$ cat config.mk
export PLATFORM = sky130hd
export DESIGN_NAME = uart_mmio
export DESIGN_NICKNAME = d
export VERILOG_FILES = /design/src/rtl/uart_mmio.sv
export SDC_FILE = /design/constraint.sdc
export NUM_CORES = 1
export LEC_CHECK = 0
export ABC_AREA = 1
export BUFFER_PORTS_ARGS = -buffer_cell sky130_fd_sc_hd__buf_4
export CAP_MARGIN = 10
export CORE_UTILIZATION = 45
export CTS_BUF_LIST = sky130_fd_sc_hd__clkbuf_4
export DETAILED_ROUTE_END_ITERATION = 8
export GPL_TIMING_DRIVEN = 0
export SLEW_MARGIN = 20
export SYNTH_ARGS = -nofsm -noshare
export SYNTH_HDL_FRONTEND = slang
export SYNTH_SLANG_ARGS = --single-unit
$ cat constraint.sdc
create_clock -name clk -period 5.5 [get_ports clk]
set_input_delay 0.825 -clock clk [delete_from_list [all_inputs] [get_ports clk]]
set_output_delay 0.825 -clock clk [all_outputs]
set_load 0.1 [all_outputs]
$ cat src/rtl/uart_mmio.sv
// Memory-mapped 8N1 UART: TX shifter, RX sampler with 2-flop synchronizer,
// RX byte FIFO and a four-register bus interface with registered read data.
module uart_mmio #(
  parameter int CLOCK_FREQ = 125_000_000,
  parameter int BAUD_RATE  = 115_200,
  parameter int FIFO_AW    = 3
) (
  input  logic        clk,
  input  logic        reset,
  input  logic        CS_N,
  input  logic        RD_N,
  input  logic        WR_N,
  input  logic [11:0] Addr,
  input  logic [31:0] DataIn,
  output logic [31:0] DataOut,
  output logic        UART_TXD,
  input  logic        UART_RXD
);

  localparam int DIV   = CLOCK_FREQ / BAUD_RATE;
  localparam int CW    = $clog2(DIV);
  localparam int DEPTH = 2 ** FIFO_AW;
  localparam logic [CW-1:0]    BIT_LAST  = CW'(DIV - 1);
  localparam logic [CW-1:0]    HALF_LAST = CW'(DIV / 2 - 1);
  localparam logic [FIFO_AW:0] FULL_CNT  = (FIFO_AW + 1)'(DEPTH);

  localparam logic [1:0] REG_TX   = 2'd0;
  localparam logic [1:0] REG_RX   = 2'd1;
  localparam logic [1:0] REG_STAT = 2'd2;
  localparam logic [1:0] REG_CTRL = 2'd3;

  typedef enum logic [1:0] {S_IDLE, S_START, S_DATA, S_STOP} uart_state_e;

  // Bus decode: exactly one strobe low while selected.
  logic       rd_acc, wr_acc;
  logic [1:0] reg_sel;
  assign rd_acc  = !CS_N && !RD_N && WR_N;
  assign wr_acc  = !CS_N && !WR_N && RD_N;
  assign reg_sel = Addr[3:2];

  logic unused_bits;
  assign unused_bits = ^{Addr[11:4], Addr[1:0], DataIn[31:8]};

  // ---------------- TX ----------------
  uart_state_e     tx_state_q, tx_state_d;
  logic [CW-1:0]   tx_baud_q, tx_baud_d;
  logic [2:0]      tx_bit_q, tx_bit_d;
  logic [7:0]      tx_sh_q, tx_sh_d;
  logic            tx_txd_q, tx_txd_d;
  logic            tx_busy, tx_start;

  assign tx_busy  = (tx_state_q != S_IDLE);
  assign tx_start = wr_acc && (reg_sel == REG_TX) && !tx_busy;
  assign UART_TXD = tx_txd_q;

  // TX next state: one bit-time per state (DATA repeats 8 times), LSB first.
  always_comb begin
    // NOTE: every signal gets a default before the case so no path leaves it unassigned (no latch).
    tx_state_d = tx_state_q;
    tx_baud_d  = tx_baud_q;
    tx_bit_d   = tx_bit_q;
    tx_sh_d    = tx_sh_q;
    tx_txd_d   = tx_txd_q;
    if (tx_state_q == S_IDLE) begin
      if (tx_start) begin
        tx_state_d = S_START;
        tx_baud_d  = BIT_LAST;
        tx_bit_d   = 3'd0;
        tx_sh_d    = DataIn[7:0];
        tx_txd_d   = 1'b0;
      end
    end else if (tx_baud_q != '0) begin
      tx_baud_d = tx_baud_q - 1'b1;
    end else begin
      tx_baud_d = BIT_LAST;
      case (tx_state_q)
        S_START: begin
          tx_state_d = S_DATA;
          tx_txd_d   = tx_sh_q[0];
          tx_sh_d    = tx_sh_q >> 1;
        end
        S_DATA: begin
          if (tx_bit_q == 3'd7) begin
            tx_state_d = S_STOP;
            tx_txd_d   = 1'b1;
          end else begin
            tx_bit_d = tx_bit_q + 1'b1;
            tx_txd_d = tx_sh_q[0];
            tx_sh_d  = tx_sh_q >> 1;
          end
        end
        default: begin
          tx_state_d = S_IDLE;
          tx_txd_d   = 1'b1;
        end
      endcase
    end
  end

  // TX state register; reset drives the line idle-high immediately.
  always_ff @(posedge clk or posedge reset) begin
    if (reset) begin
      tx_state_q <= S_IDLE;
      tx_baud_q  <= '0;
      tx_bit_q   <= '0;
      tx_sh_q    <= '0;
      tx_txd_q   <= 1'b1;
    end else begin
      // NOTE: sequential state uses non-blocking assignment so all registers update from pre-edge values.
      tx_state_q <= tx_state_d;
      tx_baud_q  <= tx_baud_d;
      tx_bit_q   <= tx_bit_d;
      tx_sh_q    <= tx_sh_d;
      tx_txd_q   <= tx_txd_d;
    end
  end

  // ---------------- RX ----------------
  logic            rx_s1_q, rx_s2_q, rx_prev_q;
  uart_state_e     rx_state_q, rx_state_d;
  logic [CW-1:0]   rx_baud_q, rx_baud_d;
  logic [2:0]      rx_bit_q, rx_bit_d;
  logic [7:0]      rx_sh_q, rx_sh_d;
  logic            rx_push, rx_ferr;

  // RX next state: half bit-time to the start-bit center, then full bit-times.
  always_comb begin
    rx_state_d = rx_state_q;
    rx_baud_d  = rx_baud_q;
    rx_bit_d   = rx_bit_q;
    rx_sh_d    = rx_sh_q;
    rx_push    = 1'b0;
    rx_ferr    = 1'b0;
    if (rx_state_q == S_IDLE) begin
      if (rx_prev_q && !rx_s2_q) begin
        rx_state_d = S_START;
        rx_baud_d  = HALF_LAST;
      end
    end else if (rx_baud_q != '0) begin
      rx_baud_d = rx_baud_q - 1'b1;
    end else begin
      rx_baud_d = BIT_LAST;
      case (rx_state_q)
        S_START: begin
          if (rx_s2_q) begin
            rx_state_d = S_IDLE;
          end else begin
            rx_state_d = S_DATA;
            rx_bit_d   = 3'd0;
          end
        end
        S_DATA: begin
          rx_sh_d = {rx_s2_q, rx_sh_q[7:1]};
          if (rx_bit_q == 3'd7) rx_state_d = S_STOP;
          else                  rx_bit_d   = rx_bit_q + 1'b1;
        end
        default: begin
          rx_push    = rx_s2_q;
          rx_ferr    = !rx_s2_q;
          rx_state_d = S_IDLE;
        end
      endcase
    end
  end

  // RX synchronizer, edge-detect history and state register.
  always_ff @(posedge clk or posedge reset) begin
    if (reset) begin
      rx_s1_q    <= 1'b1;
      rx_s2_q    <= 1'b1;
      rx_prev_q  <= 1'b1;
      rx_state_q <= S_IDLE;
      rx_baud_q  <= '0;
      rx_bit_q   <= '0;
      rx_sh_q    <= '0;
    end else begin
      rx_s1_q    <= UART_RXD;
      rx_s2_q    <= rx_s1_q;
      rx_prev_q  <= rx_s2_q;
      rx_state_q <= rx_state_d;
      rx_baud_q  <= rx_baud_d;
      rx_bit_q   <= rx_bit_d;
      rx_sh_q    <= rx_sh_d;
    end
  end

  // ---------------- FIFO and flags ----------------
  logic [7:0]         fifo_mem [DEPTH];
  logic [FIFO_AW-1:0] wr_ptr_q, rd_ptr_q;
  logic [FIFO_AW:0]   count_q;
  logic               fifo_full, fifo_nempty, push_ok, pop;
  logic               overflow_q, frame_err_q, ctrl_wr;

  assign fifo_full   = (count_q == FULL_CNT);
  assign fifo_nempty = (count_q != '0);
  assign push_ok     = rx_push && !fifo_full;
  assign pop         = rd_acc && (reg_sel == REG_RX) && fifo_nempty;
  assign ctrl_wr     = wr_acc && (reg_sel == REG_CTRL);

  // FIFO storage write port.
  always_ff @(posedge clk) begin
    // NOTE: storage is not reset; the count gates every read, so stale contents are never visible.
    if (push_ok) fifo_mem[wr_ptr_q] <= rx_sh_q;
  end

  // FIFO pointers, occupancy and sticky flags (a set in the same cycle wins over a clear).
  always_ff @(posedge clk or posedge reset) begin
    if (reset) begin
      wr_ptr_q    <= '0;
      rd_ptr_q    <= '0;
      count_q     <= '0;
      overflow_q  <= 1'b0;
      frame_err_q <= 1'b0;
    end else begin
      if (push_ok) wr_ptr_q <= wr_ptr_q + 1'b1;
      if (pop)     rd_ptr_q <= rd_ptr_q + 1'b1;
      case ({push_ok, pop})
        2'b10:   count_q <= count_q + 1'b1;
        2'b01:   count_q <= count_q - 1'b1;
        default: count_q <= count_q;
      endcase
      if (rx_push && fifo_full)      overflow_q  <= 1'b1;
      else if (ctrl_wr && DataIn[0]) overflow_q  <= 1'b0;
      if (rx_ferr)                   frame_err_q <= 1'b1;
      else if (ctrl_wr && DataIn[1]) frame_err_q <= 1'b0;
    end
  end

  // ---------------- Read path ----------------
  logic [31:0] rd_data, data_out_q;

  // Read mux for the addressed register.
  always_comb begin
    rd_data = '0;
    case (reg_sel)
      REG_TX: rd_data[0] = tx_busy;
      REG_RX: if (fifo_nempty) rd_data[7:0] = fifo_mem[rd_ptr_q];
      REG_STAT: begin
        rd_data[8 +: FIFO_AW+1] = count_q;
        rd_data[4] = frame_err_q;
        rd_data[3] = overflow_q;
        rd_data[2] = fifo_full;
        rd_data[1] = fifo_nempty;
        rd_data[0] = tx_busy;
      end
      default: rd_data = '0;
    endcase
  end

  // Registered read data, held until the next accepted read.
  always_ff @(posedge clk or posedge reset) begin
    if (reset)       data_out_q <= '0;
    else if (rd_acc) data_out_q <= rd_data;
  end

  assign DataOut = data_out_q;

endmodule

# --- Word level (Yosys, flattened, before mapping) ---
# Memory sizes are Yosys's and may differ from the RTL's.
# Index checks and enable logic that the tools add are counted.
totals:
  ff_bits: 76
  latch_bits: 0
  mem_bits_rw: 64
  romBits: 0
  out_inout_bits: 33
  elab_cells: 146
  n_memories: 1
memory_table:
  columns: ["name", "words", "width", "rd", "rd_clocked_by_memory_dff", "write_ports", "line", "source"]
  rows:
  - ["fifo_mem", 8, 8, 1, 0, 1, "188", "logic [7:0] fifo_mem [DEPTH];"]
classes:
  n_addsub: 8
  n_mul: 0
  div: 0
  n_lt_le_gt_ge: 0
  n_eq_ne: 22
  n_shift: 0
  n_mux: 53
  bitwise: 2
  n_reduce_logical: 42
ops:
  columns: ["cell", "count"]
  rows:
  - ["two-way mux 11 bit", 6]
  - ["two-way mux 8 bit", 5]
  - ["two-way mux 3 bit", 8]
  - ["nonzero test 11 bit", 2]
  - ["subtractor 11 x 1 -> 11 bit (second input constant)", 2]
  - ["two-way mux 2 bit", 9]
  - ["two-way mux 1 bit", 16]
  - ["case mux 4 bit (2 select lines)", 2]
  - ["case mux 8 bit (2 select lines)", 1]
  - ["logical AND 1 bit", 14]
  - ["adder 3 x 1 -> 3 bit (second input constant)", 4]
  - ["!= test 2 bit (second input constant)", 6]
  - ["nonzero test 2 bit", 6]
  - ["equality test 2 bit (second input constant)", 5]
  - ["!= test 3 bit (second input constant)", 3]
  - ["AND reduction 3 bit", 3]
  - ["equality test 2 x 1 -> 1 bit (second input constant)", 4]
  - ["case mux 2 bit (2 select lines)", 2]
  - ["AND reduction 4 bit", 2]
  - ["equality test 3 bit (second input constant)", 2]
  - ["zero test 1 bit", 6]
  - ["zero test 2 bit", 3]
  - ["case mux 3 bit (2 select lines)", 1]
  - ["AND reduction 5 bit", 1]
  - ["other kinds (11)", 14]

# --- Logic depth before layout (Yosys ltp) ---
logic_depth:
  ltp_word: 8
  mapped_depth: 15
  depth_no_buf: 15

# --- Worst setup path after synthesis ---
# No wires, ideal clock.
synth_timing:
  path_kind: "input to register"
  start: "input Addr[3]"
  end: "register count_q[3]"
  setup_time_ps: 121
  t_arrival_ps: 2483
  required_time_ps: 5379
  slack_ps: 2895
  cell_stages: 12
  n_path_buf: 0
  cell_sequence: "inv_1 -> ha_1 -> inv_1 -> nor3_4 -> ha_1 -> ha_1 -> a21oi_1 -> nand2_1 -> a21oi_1 -> o21ai_0 -> nand2_1 -> nand2_1"
synth_via:
  elab_chain_len: 5
  elab_cells_between_ends: 7
  cone_classes: "3 x eq/ne; 1 x mux; 3 x reduce/logical"
synth_rtl:
  columns: ["item", "line", "source"]
  rows:
  - ["start: declaration", "13", "input logic [11:0] Addr,"]
  - ["equality test 2 x 1 -> 1 bit *", "197", "assign pop = rd_acc && (reg_sel == REG_RX) && fifo_nempty;"]
  - ["logical AND 1 bit * (2 in series)", "197", null]
  - ["net pop", "191", "logic fifo_full, fifo_nempty, push_ok, pop;"]
  - ["equality test 2 x 1 -> 1 bit / equality test 2 bit (equally long branches)", "217", "case ({push_ok, pop})"]
  - ["case mux 4 bit (2 select lines) / nonzero test 2 bit (equally long branches)", null, null]
  - ["end signal: assignment", "218", "2'b10: count_q <= count_q + 1'b1;"]
  - ["end signal: assignment", "219", "2'b01: count_q <= count_q - 1'b1;"]
  - ["end signal: assignment", "220", "default: count_q <= count_q;"]
  - ["end: declaration", "190", "logic [FIFO_AW:0] count_q;"]
# The timed path passes the listed nets; every way through them passes the cells marked *.
# A chain may end at the register's enable or synchronous reset.

# --- Worst setup path in the final report ---
layout_timing:
  start: "register rx_baud_q[0]"
  end: "register count_q[3]"
layout_via:
  elab_chain_len: 6
  elab_cells_between_ends: 8
  cone_classes: "2 x eq/ne; 3 x mux; 3 x reduce/logical"
layout_rtl:
  columns: ["item", "line", "source"]
  rows:
  - ["start: declaration", "121", "logic [CW-1:0] rx_baud_q, rx_baud_d;"]
  - ["start signal: assignment", "181", "rx_baud_q <= rx_baud_d;"]
  - ["nonzero test 11 bit *", "139", "end else if (rx_baud_q != '0) begin"]
  - ["two-way mux 1 bit *", "139", null]
  - ["two-way mux 1 bit *", "134", "if (rx_state_q == S_IDLE) begin"]
  - ["logical AND 1 bit *", "196", "assign push_ok = rx_push && !fifo_full;"]
  - ["equality test 2 x 1 -> 1 bit / equality test 2 bit (equally long branches)", "217", null]
  - ["case mux 4 bit (2 select lines) / nonzero test 2 bit (equally long branches)", null, null]
# Mark *: on every way between the ends. The rest lies on a longest branch, timed or not.

==> summary.txt <==
Run status
  – Status: complete, no violations

Worst setup path
  – CP Launch Type: register
  – Setup CP Type: register to register
  – Endpoint type of the worst setup path: register
  – CP Max Fanout: 10
  – Crit path DAT: between 3 and 4 ns
  – Crit path required time: 5.97 ns

Global route
  – Pin count of the biggest net entering global routing: 52
  – Initial antenna violation count: 0
  – First-pass GRT wire length: 24.3 mm
  – Tot GR Track Use: 19.8%
  – Overflow after GRT: 0
  – Vias in the first global route: 4,980

Clock network
  – Clock Latency Late Sink: 0.56 ns
  – Clock Tree Root: clkbuf_4
  – Clock transition at path regs: roughly 0.13 ns
  – Post CTS Setup Buffer Count: 0
  – CTS H-tree depth: 4
  – CTS tree: built
  – # clock sinks: 140
  – Post-CTS resize count: 0
  – CTS Hold Bufs: 0
  – Clk buf depth: 2
  – TritonCTS buffer count: 17

Power
  – Pwr Density: around 410 mW/mm2
  – Pleak: ~3.8 nW
  – Peak supply drop: 337 uV
  – Final Power: 3.21 mW

Yosys
  – Largest cells by area after synthesis: edfxtp_1, dfrtp_1, nand2_1
  – Distinct cells, synth: 42
  – Syn Area/Cell: 9.18 um2
  – Post-synthesis sequential element count: 140
  – Top cell type's share of synthesized area: 27.7%
  – Yosys top cell by area: edfxtp_1
  – Number of synthesized flops with an enable pin: 64
  – Yosys warnings: 0
  – Mapped Cells: 757
  – Sequential area share after synthesis: 55.1%
  – Ys flop type: dfrtp_1
  – Cell Area, Synth: 0.00695 mm2
  – Synth async-reset ratio: a little over half

Route
  – Antenna-violating nets left: 0
  – Drt pass-1 iters: 7
  – Vias: 5,099
  – WL final: between 10 and 15 mm
  – Vias per inst: 4.98
  – DR WL/cell: 14.1 um
  – Initial DRC Count: around 450
  – Post-route DRC: 0

Floorplan
  – # IOs: 83
  – Core area: 0.0151 mm2
  – Row cnt: 45
  – Die X: 126 um
  – Chip height: 126 um
  – Die ar.: 0.0159 mm2
  – Starting Density: 45.9%

STA
  – Clock Skew: 0.0214 ns
  – Max-slew violation count: 0
  – Fin. Hold Viols: 0
  – Sum of negative setup slack: 0 ns
  – Final worst-path cycle share: 51.7%
  – Clock period minus worst slack: 2.84 ns
  – Tightest hold margin: 0.234 ns
  – Slew @ Worst Pin: between 0.9 and 1 ns
  – Final setup fails: 0
  – Fmax: 352 MHz
  – Worst Setup Slack, final: ~2.7 ns
  – Slew headroom: 39.0%
  – RSZ-0062 raised after global routing: no

Cells and area
  – Share of post-route cells with drive strength above 1: 15.0%
  – Fillers: 1,369
  – Util after Layout: 51.4%
  – Area of the multi-input gates: 0.00261 mm2
  – Synth-to-Final Area Change: 12.1%
  – Ant. Diodes: 0
  – Nets: 899
  – Register area: 0.00383 mm2

Worst hold path
  – Hold WC Path Type: input port to asynchronous set/reset pin

Place
  – # port buffers: 28
  – Pre-CTS WS: about 2.5 ns
  – DP HPWL: 10.3 mm
  – Routability cong.: 0.833

Job
  – Max_cap viols: 0
==> registers in the layout, indices dropped and copies added (netlist names), 2 cells and up <==
signal,count
tx_baud_q,11
fifo_mem,64
rd_ptr_q,3
tx_bit_q,3
count_q,4
wr_ptr_q,3
tx_state_q,2
DataOut,12
rx_baud_q,11
rx_bit_q,3
rx_state_q,2
tx_sh_q,8
rx_sh_q,8
==> path summary, 6_finish.rpt <==
path / startpoint / end / slack, ns / cells past startpoint
worst max-delay path: rx_baud_q[0]$_DFFE_PP0P_ / count_q[3]$_DFFE_PP0P_ / 2.66 / 15
min in group clk: rx_s1_q$_DFF_PP1_ / rx_s2_q$_DFF_PP1_ / 0.36 / 0
worst min-delay path: reset / tx_sh_q[2]$_DFFE_PP0P_ / 0.23 / 2
worst max register to register: rx_baud_q[0]$_DFFE_PP0P_ / count_q[3]$_DFFE_PP0P_ / 2.66 / 15
worst min register to register: rx_s1_q$_DFF_PP1_ / rx_s2_q$_DFF_PP1_ / 0.36 / 0
max in group asynchronous: reset / rx_prev_q$_DFF_PP1_ / 4.64 / 3
==> cell usage after synthesis, types with 2 or more instances <==
cell type and count:
nand2_1 218, inv_1 81, nand3_1 80, dfrtp_1 72, edfxtp_1 64, nor2_1 58
o21ai_0 35, ha_1 24, buf_4 21, xor2_1 11, buf_2 8, o211ai_1 8
o22ai_1 7, clkbuf_1 6, nor2_2 6, o31ai_1 6, a21oi_1 5, inv_2 5
nand4_1 5, dfstp_2 4, nand2_2 4, nand3_2 4, nor3_1 3, buf_6 2
nand3_4 2, nand4_2 2
==> cell type report <==
cell class                 instances  area share [%]
sequential                       140            49.1
tap                              188            3.02
inverter                          88            4.34
clock buffer                      20            1.93
multi-input combinational        511            33.5
buffer                            37            3.12
clock inverter                    11            1.86
timing repair buffer              29            3.05
==> layout by cell type (no fill, tap or decap), types with 2 or more instances in the layout <==
cell / synthesis / final
clkinv_4: 1 / 3
clkinvlp_4: 0 / 2
a21oi_1: 5 / 5
clkinv_2: 0 / 2
o22ai_1: 7 / 7
bufinv_16: 0 / 3
clkbuf_1: 6 / 6
inv_2: 5 / 5
dfstp_2: 4 / 4
ha_1: 24 / 24
o21ai_0: 35 / 35
xor2_1: 11 / 11
nand3_4: 2 / 2
nand4_2: 2 / 2
nand3_2: 4 / 4
dfrtp_1: 72 / 72
clkbuf_4: 0 / 20
buf_2: 8 / 8
nand4_1: 5 / 5
conb_1: 1 / 20
clkinv_1: 1 / 2
nand2_2: 4 / 4
nor2_1: 58 / 58
nor3_1: 3 / 3
nand3_1: 80 / 80
o211ai_1: 8 / 8
buf_4: 21 / 49
inv_1: 81 / 80
o31ai_1: 6 / 6
nand2_1: 218 / 218
edfxtp_1: 64 / 64
nor2_2: 6 / 6
buf_6: 2 / 2
==> critical path, stage by stage (launching register included) <==
cell	delay, ns
dfrtp_1	0.41
inv_1	0.10
ha_1	0.22
nand3_4	0.13
nor2_8	0.22
nand2_4	0.11
clkinv_4	0.07
nand3_1	0.18
ha_1	0.36
ha_1	0.34
a21oi_1	0.14
nand2_1	0.09
a21oi_1	0.16
o21ai_0	0.12
nand2_1	0.07
nand2_1	0.04
==> metrics by stage <==
step	instance area [um2]	cells
finish	7790	1024
global route	7790	1024
CTS	7790	1024
detailed placement	7500	993
global placement	7470	992
floorplan	7020	776
==> metal layers <==
layer	GRT usage, %	share of wire [%]	vias to the layer above	wire length (um)
met3	4.50	3.7	16	534
met4	7.09	1.5	0	223
met2	32.0	48	104	6980
li1	-	-	2571	-
met5	0	0	-	0
met1	26.1	46	2408	6660
==> power by group <==
part	leakage, nW	total [mW]	internal (mW)	switching [mW]
logic	2.03	1.18	0.342	0.840
clock network	0.157	0.704	0.327	0.377
registers	1.56	1.33	1.22	0.111
==> logic make-up after synthesis <==
family / share of synthesized area [%]
AOI/OAI and AO/OA: 5.51
xor gates and xnor gates: 1.51
other: 0.0540
DFF: 55.1
and+or+nand+nor: 24.9
buffers and inverters: 8.32
adders and majority gates: 4.61
No activity file was read; power rests on OpenSTA's default activity.
